## config.mk

```make
export PLATFORM = sky130hd
export DESIGN_NAME = pcileech_ft601_rx_deframer
export DESIGN_NICKNAME = d
export VERILOG_FILES = /design/src/rtl/pcileech_ft601_pkg.sv /design/src/rtl/pcileech_ft601_rx_deframer.sv
export SDC_FILE = /design/constraint.sdc
export NUM_CORES = 1
export LEC_CHECK = 0
export ABC_AREA = 1
export CELL_PAD_IN_SITES_DETAIL_PLACEMENT = 1
export CELL_PAD_IN_SITES_GLOBAL_PLACEMENT = 1
export CORE_MARGIN = 2
export CORE_UTILIZATION = 35
export CTS_CLUSTER_DIAMETER = 80
export DETAILED_ROUTE_END_ITERATION = 7
export PLACE_DENSITY = 0.73
export SYNTH_ARGS = -nofsm -noshare
export SYNTH_HDL_FRONTEND = slang
export SYNTH_SLANG_ARGS = --single-unit
```

## constraint.sdc

```tcl
create_clock -name clk -period 5.4 [get_ports clk]
set_input_delay 0.81 -clock clk [delete_from_list [all_inputs] [get_ports clk]]
set_output_delay 0.81 -clock clk [all_outputs]
set_load 0.03 [all_outputs]
```

## src/rtl/pcileech_ft601_pkg.sv

```systemverilog
// Shared FT601 framing constants: filler word, control-word marker, field positions, type codes.
// Used by the receive deframer and the transmit-side filler insertion.
package pcileech_ft601_pkg;

  localparam logic [31:0] FILLER_DWORD = 32'h66665555;
  localparam logic [7:0]  CTRL_MARKER  = 8'h77;

  localparam int CTRL_MARKER_MSB = 31;
  localparam int CTRL_MARKER_LSB = 24;
  localparam int CTRL_TYPE_MSB   = 23;
  localparam int CTRL_TYPE_LSB   = 20;
  localparam int CTRL_TLP_LAST   = 16;

  typedef enum logic [3:0] {
    TYPE_NOP = 4'h0,
    TYPE_TLP = 4'h1,
    TYPE_CFG = 4'h3
  } ctrl_type_e;

  typedef enum logic {
    S_PAYLOAD = 1'b0,
    S_CONTROL = 1'b1
  } rx_state_e;

endpackage

```

## src/rtl/pcileech_ft601_rx_deframer.sv

```systemverilog
// FT601 RX deframer: payload/control DWORD pairs -> TLP stream or 64-bit config command.
// Outputs registered, 1 cycle after the control beat; no backpressure, every rx_valid beat is consumed.
module pcileech_ft601_rx_deframer #(
  parameter int PARAM_TIMEOUT_CYCLES = 1024,
  parameter int PARAM_MAX_TLP_DW     = 1024
) (
  input  logic        clk,
  input  logic        rst,
  input  logic [31:0] rx_data,
  input  logic        rx_valid,
  output logic [31:0] tlp_data,
  output logic        tlp_last,
  output logic        tlp_valid,
  output logic [63:0] cfg_data,
  output logic        cfg_valid,
  output logic [15:0] err_count,
  output logic        sync_lost
);
  import pcileech_ft601_pkg::*;

  localparam int IDLE_W = (PARAM_TIMEOUT_CYCLES > 1) ? $clog2(PARAM_TIMEOUT_CYCLES) : 1;
  localparam int TLPC_W = (PARAM_MAX_TLP_DW > 1) ? $clog2(PARAM_MAX_TLP_DW) : 1;
  localparam logic [IDLE_W-1:0] IDLE_LAST = IDLE_W'(PARAM_TIMEOUT_CYCLES - 1);
  localparam logic [TLPC_W-1:0] TLPC_LAST = TLPC_W'(PARAM_MAX_TLP_DW - 1);

  rx_state_e          state_q, state_d;
  logic [31:0]        payload_q, payload_d;
  logic [IDLE_W-1:0]  idle_q, idle_d;
  logic [TLPC_W-1:0]  tlp_cnt_q, tlp_cnt_d;
  logic [31:0]        tlp_data_q, tlp_data_d;
  logic               tlp_last_q, tlp_last_d;
  logic               tlp_valid_q, tlp_valid_d;
  logic [63:0]        cfg_data_q, cfg_data_d;
  logic               cfg_valid_q, cfg_valid_d;
  logic [15:0]        err_count_q, err_count_d;
  logic               sync_lost_q, sync_lost_d;
  logic               err_inc;

  logic [7:0] ctrl_marker;
  logic [3:0] ctrl_type;
  logic       ctrl_last;
  logic       tlp_forced;

  assign ctrl_marker = rx_data[CTRL_MARKER_MSB:CTRL_MARKER_LSB];
  assign ctrl_type   = rx_data[CTRL_TYPE_MSB:CTRL_TYPE_LSB];
  assign ctrl_last   = rx_data[CTRL_TLP_LAST];
  assign tlp_forced  = (tlp_cnt_q == TLPC_LAST);

  always_comb begin
    state_d     = state_q;
    payload_d   = payload_q;
    idle_d      = idle_q;
    tlp_cnt_d   = tlp_cnt_q;
    tlp_data_d  = tlp_data_q;
    tlp_last_d  = 1'b0;
    tlp_valid_d = 1'b0;
    cfg_data_d  = cfg_data_q;
    cfg_valid_d = 1'b0;
    sync_lost_d = 1'b0;
    err_inc     = 1'b0;

    case (state_q)
      S_PAYLOAD: begin
        if (rx_valid && (rx_data != FILLER_DWORD)) begin
          payload_d = rx_data;
          idle_d    = '0;
          state_d   = S_CONTROL;
        end
      end

      S_CONTROL: begin
        // An arriving beat always beats the timeout in the same cycle.
        if (rx_valid) begin
          state_d = S_PAYLOAD;
          idle_d  = '0;
          if (ctrl_marker != CTRL_MARKER) begin
            err_inc     = 1'b1;
            sync_lost_d = 1'b1;
          end else if (ctrl_type == TYPE_TLP) begin
            tlp_valid_d = 1'b1;
            tlp_data_d  = payload_q;
            tlp_last_d  = ctrl_last | tlp_forced;
            err_inc     = tlp_forced & ~ctrl_last;
            tlp_cnt_d   = tlp_last_d ? '0 : tlp_cnt_q + TLPC_W'(1);
          end else if (ctrl_type == TYPE_CFG) begin
            cfg_valid_d = 1'b1;
            cfg_data_d  = {payload_q, rx_data};
          end else if (ctrl_type != TYPE_NOP) begin
            err_inc     = 1'b1;
            sync_lost_d = 1'b1;
          end
        end else if (idle_q == IDLE_LAST) begin
          state_d     = S_PAYLOAD;
          idle_d      = '0;
          err_inc     = 1'b1;
          sync_lost_d = 1'b1;
        end else begin
          idle_d = idle_q + IDLE_W'(1);
        end
      end

      default: state_d = S_PAYLOAD;
    endcase

    err_count_d = (err_inc && (err_count_q != 16'hFFFF)) ? err_count_q + 16'd1 : err_count_q;
  end

  always_ff @(posedge clk or posedge rst) begin
    if (rst) begin
      state_q     <= S_PAYLOAD;
      payload_q   <= '0;
      idle_q      <= '0;
      tlp_cnt_q   <= '0;
      tlp_data_q  <= '0;
      tlp_last_q  <= 1'b0;
      tlp_valid_q <= 1'b0;
      cfg_data_q  <= '0;
      cfg_valid_q <= 1'b0;
      err_count_q <= '0;
      sync_lost_q <= 1'b0;
    end else begin
      state_q     <= state_d;
      payload_q   <= payload_d;
      idle_q      <= idle_d;
      tlp_cnt_q   <= tlp_cnt_d;
      tlp_data_q  <= tlp_data_d;
      tlp_last_q  <= tlp_last_d;
      tlp_valid_q <= tlp_valid_d;
      cfg_data_q  <= cfg_data_d;
      cfg_valid_q <= cfg_valid_d;
      err_count_q <= err_count_d;
      sync_lost_q <= sync_lost_d;
    end
  end

  assign tlp_data  = tlp_data_q;
  assign tlp_last  = tlp_last_q;
  assign tlp_valid = tlp_valid_q;
  assign cfg_data  = cfg_data_q;
  assign cfg_valid = cfg_valid_q;
  assign err_count = err_count_q;
  assign sync_lost = sync_lost_q;

endmodule

```

==> results of run 1 <==
worst max-delay path: cells and delay by family:
family                 cells  cell delay [ps]
buffers and inverters      1              490
AND/OR/NAND/NOR            6             1720
AO/OA/AOI/OAI              1              230
power breakdown:
group	total [mW]	internal, mW	switching, mW
Clock	1.22	0.696	0.525
Sequential	1.39	1.33	0.0600
Combinational	0.318	0.108	0.211
Total	2.93	2.14	0.795
cells in the final DEF (no fill, tap or decap), drive strengths merged:
| cell | synthesis | layout |
|---|---|---|
| ha | 3 | 3 |
| o2111ai | 1 | 1 |
| clkdlybuf4s50 | 0 | 150 |
| nor3 | 13 | 13 |
| xor2 | 5 | 5 |
| a21oi | 1 | 1 |
| o21ai | 86 | 86 |
| o211ai | 1 | 1 |
| nand3 | 34 | 34 |
| o21bai | 1 | 1 |
| nand4 | 65 | 65 |
| inv | 85 | 88 |
| diode | 0 | 2 |
| nand2 | 293 | 293 |
| nand3b | 2 | 2 |
| dfrtp | 169 | 169 |
| o31ai | 2 | 2 |
| or2 | 9 | 9 |
| buf | 34 | 4 |
| xnor2 | 6 | 6 |
| clkinv | 0 | 5 |
| nor3b | 3 | 3 |
| clkinvlp | 0 | 3 |
| clkbuf | 7 | 18 |
| bufinv | 0 | 2 |
| nor2 | 36 | 36 |
through the flow:
step | setup slack [ps] | utilization, % | power [mW] | instances
6_report | 2376 | 46.27 | 2.934 | 1277
3_5_place_dp | 1931 | 43.49 | 1.740 | 1244
3_3_place_gp | 1965 | 43.49 | 1.733 | 1244
4_1_cts | 2336 | 46.25 | 2.971 | 1275
5_1_grt | 2120 | 46.25 | 3.071 | 1275
2_1_floorplan | 14.91 | - | 1.608 | 856
area by class of cell:
cell class	instances	area (µm²)
Inverter	85	324.1
Clock inverter	13	143.9
Clock buffer	18	439.2
Timing Repair Buffer	154	1544
Fill cell	2452	11330
Multi-Input combinational cell	561	2729
Antenna cell	2	5.005
Tap cell	275	344.1
Sequential cell	169	4229
logic make-up (layout without fill, tap and decap cells):
logic type | Yosys count | after routing
buf+inv | 126 | 270
other cells | 0 | 2
fa+ha+maj | 3 | 3
xor+xnor | 11 | 11
compound gates | 92 | 92
simple gates | 455 | 455
flops | 169 | 169
sequential cells by signal, indices dropped and copies added (netlist names):
register / cells
tlp_last: 1
err_count: 16
state_q: 1
tlp_cnt_q: 10
idle_q: 10
cfg_data: 64
tlp_data: 32
payload_q: 32
sync_lost: 1
tlp_valid: 1
cfg_valid: 1
routing by layer:
metal	track usage, %	vias to the layer above	part of all wire (%)
li1	-	3034	-
met1	26.66	3031	47
met4	4.953	2	0.51
met2	31.11	105	49
met5	0	-	0.062
met3	3.193	8	3.3
worst max path at each step:
stage / from / endpoint / slack [ps]
after floorplan: rst / cfg_data[0] / 10
after global placement: rx_data[21] / state_q / 1970
after detailed placement: rx_data[21] / state_q / 1930
after CTS: rx_data[21] / state_q / 2340
after global routing: rx_data[21] / state_q / 2120
final: rx_data[30] / state_q / 2380
==> summary.txt, run 1 <==
Clock tree
  – Cts bufs inserted: 17
  – Total clock sinks: 169
  – CTS root buf: clkbuf_16
  – H-tree levels: 4
  – Clock Path Buffers: 2
  – Resized cells post-CTS: 0
  – Post-CTS Repair Setup Buffers: 0
  – Clk_lat worst skew: 420 ps
  – CTS tree: built
  – Clock-pin slew of the registers on the worst-case setup and hold paths: 70 ps
  – CTS Hold Buffers Added: 0

Synth
  – Synthesized instance count: 856
  – Share of synthesized cell area in full adder, half adder and majority cells: 0.4963%
  – Number of synthesized register bits: 169
  – Most frequent cells after synthesis: nand2_1, dfrtp_1, inv_1, nand4_1, o21ai_0
  – Mapped Area: 7564 µm²
  – Most frequent cell after synthesis: nand2_1
  – Sequential element share of the synthesized area: 55.91%
  – Post-synth ARST share: 100.0%
  – Simple-gate share of the synthesized area: 27.49%
  – Syn nets: 894
  – Synth Area in Compound Gates: 6.716%
  – Yosys cell types: 34
  – Synthesized area per cell: 8.836 µm²
  – Number of synthesized flops with an enable pin: 0
  – Largest family of logic cells by synthesized area: simple AND/OR/NAND/NOR gates
  – Synth warn: 0
  – Xor and xnor area share after synthesis: 1.274%
  – Synth top area share: 55.91%
  – Area leader, netlist: dfrtp_1
  – Synth area leaders: dfrtp_1, nand2_1, nand4_1, inv_1, o21ai_0
  – Synth Flop Type: dfrtp_1
  – Mux share of post-synthesis cell area: 0%

STA
  – Final clock skew: 13.38 ps
  – Final slew viol count: 0
  – Peak Freq: 330.7 MHz
  – Hold_ws: 469.4 ps
  – Slew HR: 30.39%
  – Final Critical Period: 3024 ps
  – Final Cycle Share: 56.00%
  – Fin Setup TNS: 0 ps
  – Worst-Margin Slew: 1044 ps
  – Final setup violation count: 0
  – Fin. Hold Viols: 0
  – RSZ-0062 raised after global routing: false

Finish
  – Fraction of layout cells with a size suffix above 1: 7.700%
  – Area grow syn2layout: 29.02%
  – Design area: 9758 µm²
  – Fin nets: 1,026

GRT
  – First-pass GRT wire length: 34.01 mm
  – Overflow after GRT: 0
  – Largest net degree at the start of global routing: 98
  – Initial antenna violation count: 2
  – Vias in the first global route: 6,341
  – Overall Global Routing Usage: 19.12%

Hold path
  – Hold Path Sink: cfg_data[31]
  – Hold Path Depth: 2
  – Worst hold start: cfg_data[31]
  – Min-delay worst type: reg2reg

Worst setup path
  – Worst Path Max Fanout: 34
  – Worst path max stage delay: 650 ps
  – CP startpoint kind: input port
  – Crit Reg-Reg Endpoint: cfg_data[47]
  – Crit Path Category: in2reg
  – R2R cell count: 6
  – R2R Setup Slk: 2770 ps
  – Worst path slowest cell: nand3_2
  – Worst Path Required: 5650 ps
  – Critical-path cell list: clkdlybuf4s50_1, nand2_1, nor2_2, nand4_1, nor2_1, nand2_2, nand3_2, o21ai_0
  – Critical path data arrival time: 3270 ps
  – RR Startpoint: state_q
  – Critical path endpoint category: flop

Pwr
  – Leakage: 4.633 nW
  – Worst VDD drop: 0.2110 mV
  – Power Dens Cells: 300.6 nW/µm²

Job
  – Maxcap violations: 0

Floorplanning
  – DIE HEIGHT: 151.0 µm
  – Die width: 151.0 µm
  – Die area: 22,800 µm²
  – Top-Level Pins: 151
  – Num rows: 53
  – Initial Util: 35.87%
  – Core area: 21,090 µm²

Route
  – Initial DRC Count: 285
  – Avg Vias per Cell: 4.839
  – Initial DRT Pass Iterations: 4
  – Vias post-DR: 6,180
  – WL final: 20.92 mm
  – Wire per inst: 16.39 µm
  – Remaining DRCs: 0
  – Post-DRT Antenna Nets: 0

Place
  – HPWL Detailed: 14.41 mm
  – PortBufs: 150
  – Placed Area: 9170 µm²
  – RePlAce Congestion: 0.7923

Status
  – Status: finished, final reports clean
Power figures use the tool's default switching activity.
==> inputs of run 2 (changes only) <==
==> constraint.sdc (replaced) <==
create_clock -name clk -period 2.5 [get_ports clk]
set_input_delay 0.375 -clock clk [delete_from_list [all_inputs] [get_ports clk]]
set_output_delay 0.375 -clock clk [all_outputs]
set_load 0.03 [all_outputs]
==> summary.txt, run 2 (synthesis results as in run 1) <==
Status
  – Status: finished, final reports clean

Clock tree
  – Clock Path Buffers: 2 (unchanged)
  – Clock-pin slew of the registers on the worst-case setup and hold paths: 70 ps (about the same)
  – H-tree levels: 4 (unchanged)
  – CTS Hold Buffers Added: 0 (unchanged)
  – Resized cells post-CTS: 0 (unchanged)
  – Clk_lat worst skew: 430 ps (about the same)
  – CTS root buf: clkbuf_16
  – Post-CTS Repair Setup Buffers: 0 (unchanged)
  – CTS tree: built
  – Total clock sinks: 169 (unchanged)
  – Cts bufs inserted: 17 (unchanged)

Job
  – Maxcap violations: 0 (unchanged)

Finish
  – Multi-input logic area: 2729 µm² (unchanged)
  – Largest register FFs: 64 (unchanged)
  – Commonest non-fill, non-tap cell in the layout: nand2_1
  – Fin nets: 1,039 (+1.3%)
  – Register Area: 4229 µm² (unchanged)
  – Final core occ: 46.97% (+0.69 points)
  – Post-Layout Cell Count: 1,290 (+1.0%)
  – Area grow syn2layout: 30.95%
  – # fillers: 2,461 (+0.37%)
  – Most frequent cells in the layout: nand2_1, dfrtp_1, clkdlybuf4s50_1, inv_1, nand4_1
  – Fraction of layout cells with a size suffix above 1: 8.786% (+1.1 points)

Worst setup path
  – Worst path slowest cell: clkdlybuf4s50_1
  – Crit path buffers/inverters: 1 (unchanged)
  – Worst Path Max Fanout: 6 (-82%)
  – Critical-path cell list: clkdlybuf4s50_1
  – Critical path endpoint category: output port
  – Critical path data arrival time: 1620 ps (-1650 ps)
  – Worst Path Required: 2120 ps (-3530 ps)
  – Worst path max stage delay: 730 ps (+80 ps)
  – Top delay family on crit path: buffers and inverters
  – Crit Path Category: reg2out
  – CP startpoint kind: flop

STA
  – Final Critical Period: 1999 ps
  – Fin. Hold Viols: 0 (unchanged)
  – Final slew viol count: 0 (unchanged)
  – RSZ-0062 raised after global routing: false
  – Final clock skew: 8.771 ps (-4.605 ps)
  – Peak Freq: 500.3 MHz
  – Final setup violation count: 0 (unchanged)
  – Slew HR: 63.62% (+33 points)
  – Worst-Margin Slew: 545.7 ps (-498.5 ps)
  – Final Cycle Share: 79.95%
  – Fin Setup TNS: 0 ps (unchanged)

GRT
  – Overall Global Routing Usage: 19.27% (+0.15 points)
  – GR Util met1: 26.51% (-0.16 points)
  – Vias in the first global route: 6,352 (+0.17%)
  – Largest net degree at the start of global routing: 102 (+4.1%)
  – Initial antenna violation count: 0 (-2)
  – Overflow after GRT: 0 (unchanged)
  – GRT busiest layer: met2
  – Met3 global-route usage: 3.042% (-0.15 points)
  – First-pass GRT wire length: 34.13 mm (+0.34%)
  – Routing usage on met2: 30.70% (-0.41 points)

Route
  – Wire per inst: 16.12 µm (-1.6%)
  – Remaining DRCs: 0 (unchanged)
  – Post-DRT Antenna Nets: 0 (unchanged)
  – Avg Vias per Cell: 4.836 (about the same)
  – Initial DRC Count: 284 (-0.35%)
  – WL final: 20.79 mm (-0.64%)
  – Initial DRT Pass Iterations: 4 (unchanged)
  – Vias post-DR: 6,239 (+0.95%)

Floorplanning
  – Num rows: 53 (unchanged)
  – Top-Level Pins: 151 (unchanged)
  – Die width: 151.0 µm (unchanged)
  – Initial Util: 35.87% (unchanged)
  – DIE HEIGHT: 151.0 µm (unchanged)
  – Core area: 21,090 µm² (unchanged)
  – Die area: 22,800 µm² (unchanged)

Place
  – Placed insts: 1,257 (+1.0%)
  – PortBufs: 150 (unchanged)
  – RePlAce Congestion: 0.7824 (-1.2%)
  – HPWL Detailed: 14.71 mm (+2.1%)

Pwr
  – Power Dens Cells: 645.1 nW/µm² (+110%)
  – Worst VDD drop: 0.4635 mV (+120%)
  – Leakage: 4.711 nW (+1.7%)

Hold path
  – Min-delay worst type: in2async
run 2: cell count changes in the layout (fill, tap and decap cells not counted), sizes merged:
cell	previous run	this run
clkbuf	18	20
inv	88	87
buf	4	17
clkinv	5	4
run 2: stage by stage:
stage	cell area [µm²]	power, mW	setup slack [ps]	hold WS [ps]
after floorplan	7567	3.475	-29.73	441.9
after global placement	9304	3.748	363.2	449.1
after detailed placement	9304	3.767	318.6	454.7
after CTS	9899	6.466	456.1	452.0
after global routing	9899	6.704	394.1	457.5
final	9905	6.389	501.3	435.4
run 2: worst paths after layout:
| check | startpoint | endpoint | slack [ps] | cells past startpoint |
|---|---|---|---|---|
| max | err_count[8] | err_count[8] | 500 | 1 |
| min reg2reg | cfg_data[20] | cfg_data[20] | 470 | 1 |
| min | rst | tlp_data[7] | 440 | 3 |
| max reg2reg | tlp_cnt_q[0] | err_count[9] | 600 | 9 |
| max in group asynchronous | rst | err_count[9] | 1590 | 3 |
| min in group clk | cfg_data[20] | cfg_data[20] | 470 | 1 |
run 2: power breakdown:
part	switching, mW	internal (mW)	leakage, nW
clock	1.14	1.54	0.285
sequential	0.127	2.88	2.27
combinational	0.456	0.246	2.16
total	1.72	4.67	4.71
run 2: cell type report:
cell class                 instances  area share [%]
inverter                          85           3.259
clock buffer                      20           4.611
tap                              275           3.474
timing repair buffer             167           16.95
sequential                       169           42.70
multi-input combinational        561           27.55
clock inverter                    11           1.402
antenna                            2         0.05053
run 2: metal layers:
layer / part of all wire, % / routed length, µm / up-vias
li1: - / - / 3063
met1: 48 / 9890 / 3038
met2: 48 / 9911 / 112
met3: 2.7 / 570 / 26
met4: 2.0 / 417 / 0
met5: 0 / 0 / -
==> inputs of run 3 (changes only) <==
==> constraint.sdc (replaced) <==
create_clock -name clk -period 1.7 [get_ports clk]
set_input_delay 0.255 -clock clk [delete_from_list [all_inputs] [get_ports clk]]
set_output_delay 0.255 -clock clk [all_outputs]
set_load 0.03 [all_outputs]
==> summary.txt, run 3 (synthesis results as in run 1) <==
Status
  – Status: finished, final reports clean

Worst setup path
  – Critical-path cell list: ha_2, nand2_2, nor2_4, nand3_4, o21ai_4, nand4_4, clkbuf_16, nand2_2, nand2_1
  – RR Startpoint: tlp_cnt_q[0]
  – Critical path endpoint category: flop
  – Crit Path Category: reg2reg
  – CP startpoint kind: flop
  – Worst Path Required: 2020 ps (-100 ps)
  – Top delay family on crit path: simple AND/OR/NAND/NOR gates
  – Cell mode on critical path: nand2_2
  – Crit path buffers/inverters: 1 (unchanged)
  – Worst path slowest cell: dfrtp_1
  – Worst Path Max Fanout: 8 (+2)
  – Worst setup startpoint: tlp_cnt_q[0]
  – Critical path data arrival time: 1960 ps (+340 ps)
  – Crit path depth: 9 (+8)
  – Worst path max stage delay: 360 ps (-370 ps)
  – R2R cell count: 9 (unchanged)

Floorplanning
  – Top-Level Pins: 151 (unchanged)
  – DIE HEIGHT: 151.0 µm (unchanged)
  – Initial Util: 35.87% (unchanged)
  – Num rows: 53 (unchanged)
  – Core area: 21,090 µm² (unchanged)
  – Die area: 22,800 µm² (unchanged)
  – Die width: 151.0 µm (unchanged)

STA
  – Final slew viol count: 0 (unchanged)
  – Worst-Margin Slew: 390.3 ps (-155.4 ps)
  – Slew HR: 73.98% (+10 points)
  – Setup WS post-layout: 56.53 ps (-444.8 ps)
  – Peak Freq: 608.5 MHz
  – Final Cycle Share: 96.67%
  – Hold_ws: 246.1 ps (-189.3 ps)
  – Fin. Hold Viols: 0 (unchanged)
  – RSZ-0062 raised after global routing: true
  – Final clock skew: 8.686 ps (-0.08477 ps)
  – Fin Setup TNS: 0 ps (unchanged)
  – Final Critical Period: 1643 ps
  – Final setup violation count: 0 (unchanged)

Pwr
  – Leakage: 5.662 nW (+20%)
  – Power Dens Cells: 904.2 nW/µm² (+40%)
  – Share of power burned in registers: 46.7% (-0.4 points)
  – Comb power frac: 13.0% (+2.0 points)
  – Worst VDD drop: 0.6612 mV (+43%)
  – Clk pwr share: 40.3% (-1.6 points)
  – P_sw: 2.638 mW (+53%)
  – Sw Share: 27.93% (+0.99 points)
  – Int Power: 6.809 mW (+46%)

Clock tree
  – Clock Path Buffers: 2 (unchanged)
  – CTS tree: built
  – Clock-pin slew of the registers on the worst-case setup and hold paths: 70 ps (about the same)
  – Clk_lat worst skew: 430 ps (about the same)
  – H-tree levels: 4 (unchanged)
  – CTS Hold Buffers Added: 0 (unchanged)
  – Cts bufs inserted: 17 (unchanged)
  – Total clock sinks: 169 (unchanged)
  – CTS root buf: clkbuf_16

GRT
  – Initial antenna violation count: 2 (+2)
  – Largest net degree at the start of global routing: 69 (-32%)
  – Overall Global Routing Usage: 20.37% (+1.1 points)
  – Overflow after GRT: 0 (unchanged)
  – First-pass GRT wire length: 36.24 mm (+6.2%)
  – Vias in the first global route: 6,842 (+7.7%)

Finish
  – Largest register FFs: 64 (unchanged)
  – Area grow syn2layout: 38.15%
  – Fraction of layout cells with a size suffix above 1: 16.47% (+7.7 points)
  – Design area: 10,450 µm² (+5.5%)
  – Fin nets: 1,106 (+6.4%)
  – Most frequent cells in the layout: nand2_1, dfrtp_1, dlygate4sd2_1, inv_1, buf_4
  – # fillers: 2,517 (+2.3%)
  – Commonest non-fill, non-tap cell in the layout: nand2_1
  – Final core occ: 49.55% (+2.6 points)

Route
  – Remaining DRCs: 0 (unchanged)
  – Initial DRT Pass Iterations: 4 (unchanged)
  – Post-DRT Antenna Nets: 0 (unchanged)
  – Vias post-DR: 6,589 (+5.6%)
  – Wire per inst: 16.43 µm (+1.9%)
  – WL final: 22.31 mm (+7.3%)
  – Initial DRC Count: 237 (-17%)
  – Avg Vias per Cell: 4.852 (+0.32%)

Place
  – PortBufs: 150 (unchanged)
  – HPWL Detailed: 16.04 mm (+9.0%)
  – Setup WS pre-CTS: -375.9 ps (-694.6 ps)
  – Placed Area: 9834 µm² (+5.7%)
  – RePlAce Congestion: 0.8352 (+6.7%)

Hold path
  – Min-delay worst type: in2async

Job
  – Maxcap violations: 0 (unchanged)
## run 3: changes by cell type in the layout (fill, tap and decap cells not counted), moves of 3 or more
cell,before,now
clkdlybuf4s50_1,150,34
dlygate4sd2_1,0,114
buf_4,13,70
nand2_1,290,276
nand2_2,3,17
buf_12,4,12
clkinv_4,4,1
## run 3: power groups by stage
stage               clock network, mW  registers (mW)  logic, mW
finish                           3.80            4.41       1.23
global route                     4.08            4.44       1.37
CTS                              3.88            4.41       1.22
detailed placement                  0            4.48       1.22
global placement                    0            4.48       1.18
floorplan                           0            4.54      0.569
## run 3: worst reg2reg max path, cell delays in order (launching register included)
cell       delay [ps]
dfrtp_1           360
ha_2              190
nand2_2            70
nor2_4            150
nand3_4           120
o21ai_4           190
nand4_4           140
clkbuf_16         210
nand2_2            50
nand2_1            50
## run 3: area by class of cell
cell class / count / area, µm² / share of cell area, %
Antenna cell: 2 / 5.005 / 0.04790
Clock buffer: 18 / 439.2 / 4.203
Clock inverter: 14 / 136.4 / 1.305
Inverter: 85 / 322.8 / 3.089
Multi-Input combinational cell: 561 / 2806 / 26.86
Sequential cell: 169 / 4229 / 40.47
Tap cell: 275 / 344.1 / 3.293
Timing Repair Buffer: 234 / 2166 / 20.73
## run 3: repair_timing
action | 4_1_cts | 5_1_grt
setup buffers | 2 | 5
pin swaps | 3 | 7
setup endpoints to repair | 130 | 34
cloned | 0 | 1
gates resized for setup | 114 | 27
## run 3: per-stage QoR
stage	std cells	total power, mW
4_1_cts	1350	9.508
2_1_floorplan	856	5.110
6_report	1358	9.448
3_5_place_dp	1316	5.704
5_1_grt	1358	9.885
3_3_place_gp	1316	5.665
## run 3: path summary, 6_finish.rpt
check	slack (ps)	endpoint
worst min register to register	460	cfg_data[24]
min in group clk	440	payload_q[16]
worst min-delay path	250	tlp_data[14]
max in group asynchronous	990	tlp_cnt_q[7]
worst max register to register	60	err_count[4]
worst max-delay path	60	err_count[4]
## run 3: per-layer routing
metal / GRT usage [%] / up-vias / share of wire, %
li1: - / 3187 / -
met1: 27.12 / 3265 / 46
met2: 33.91 / 113 / 49
met3: 3.765 / 24 / 3.0
met4: 6.215 / 0 / 1.6
met5: 0 / - / 0
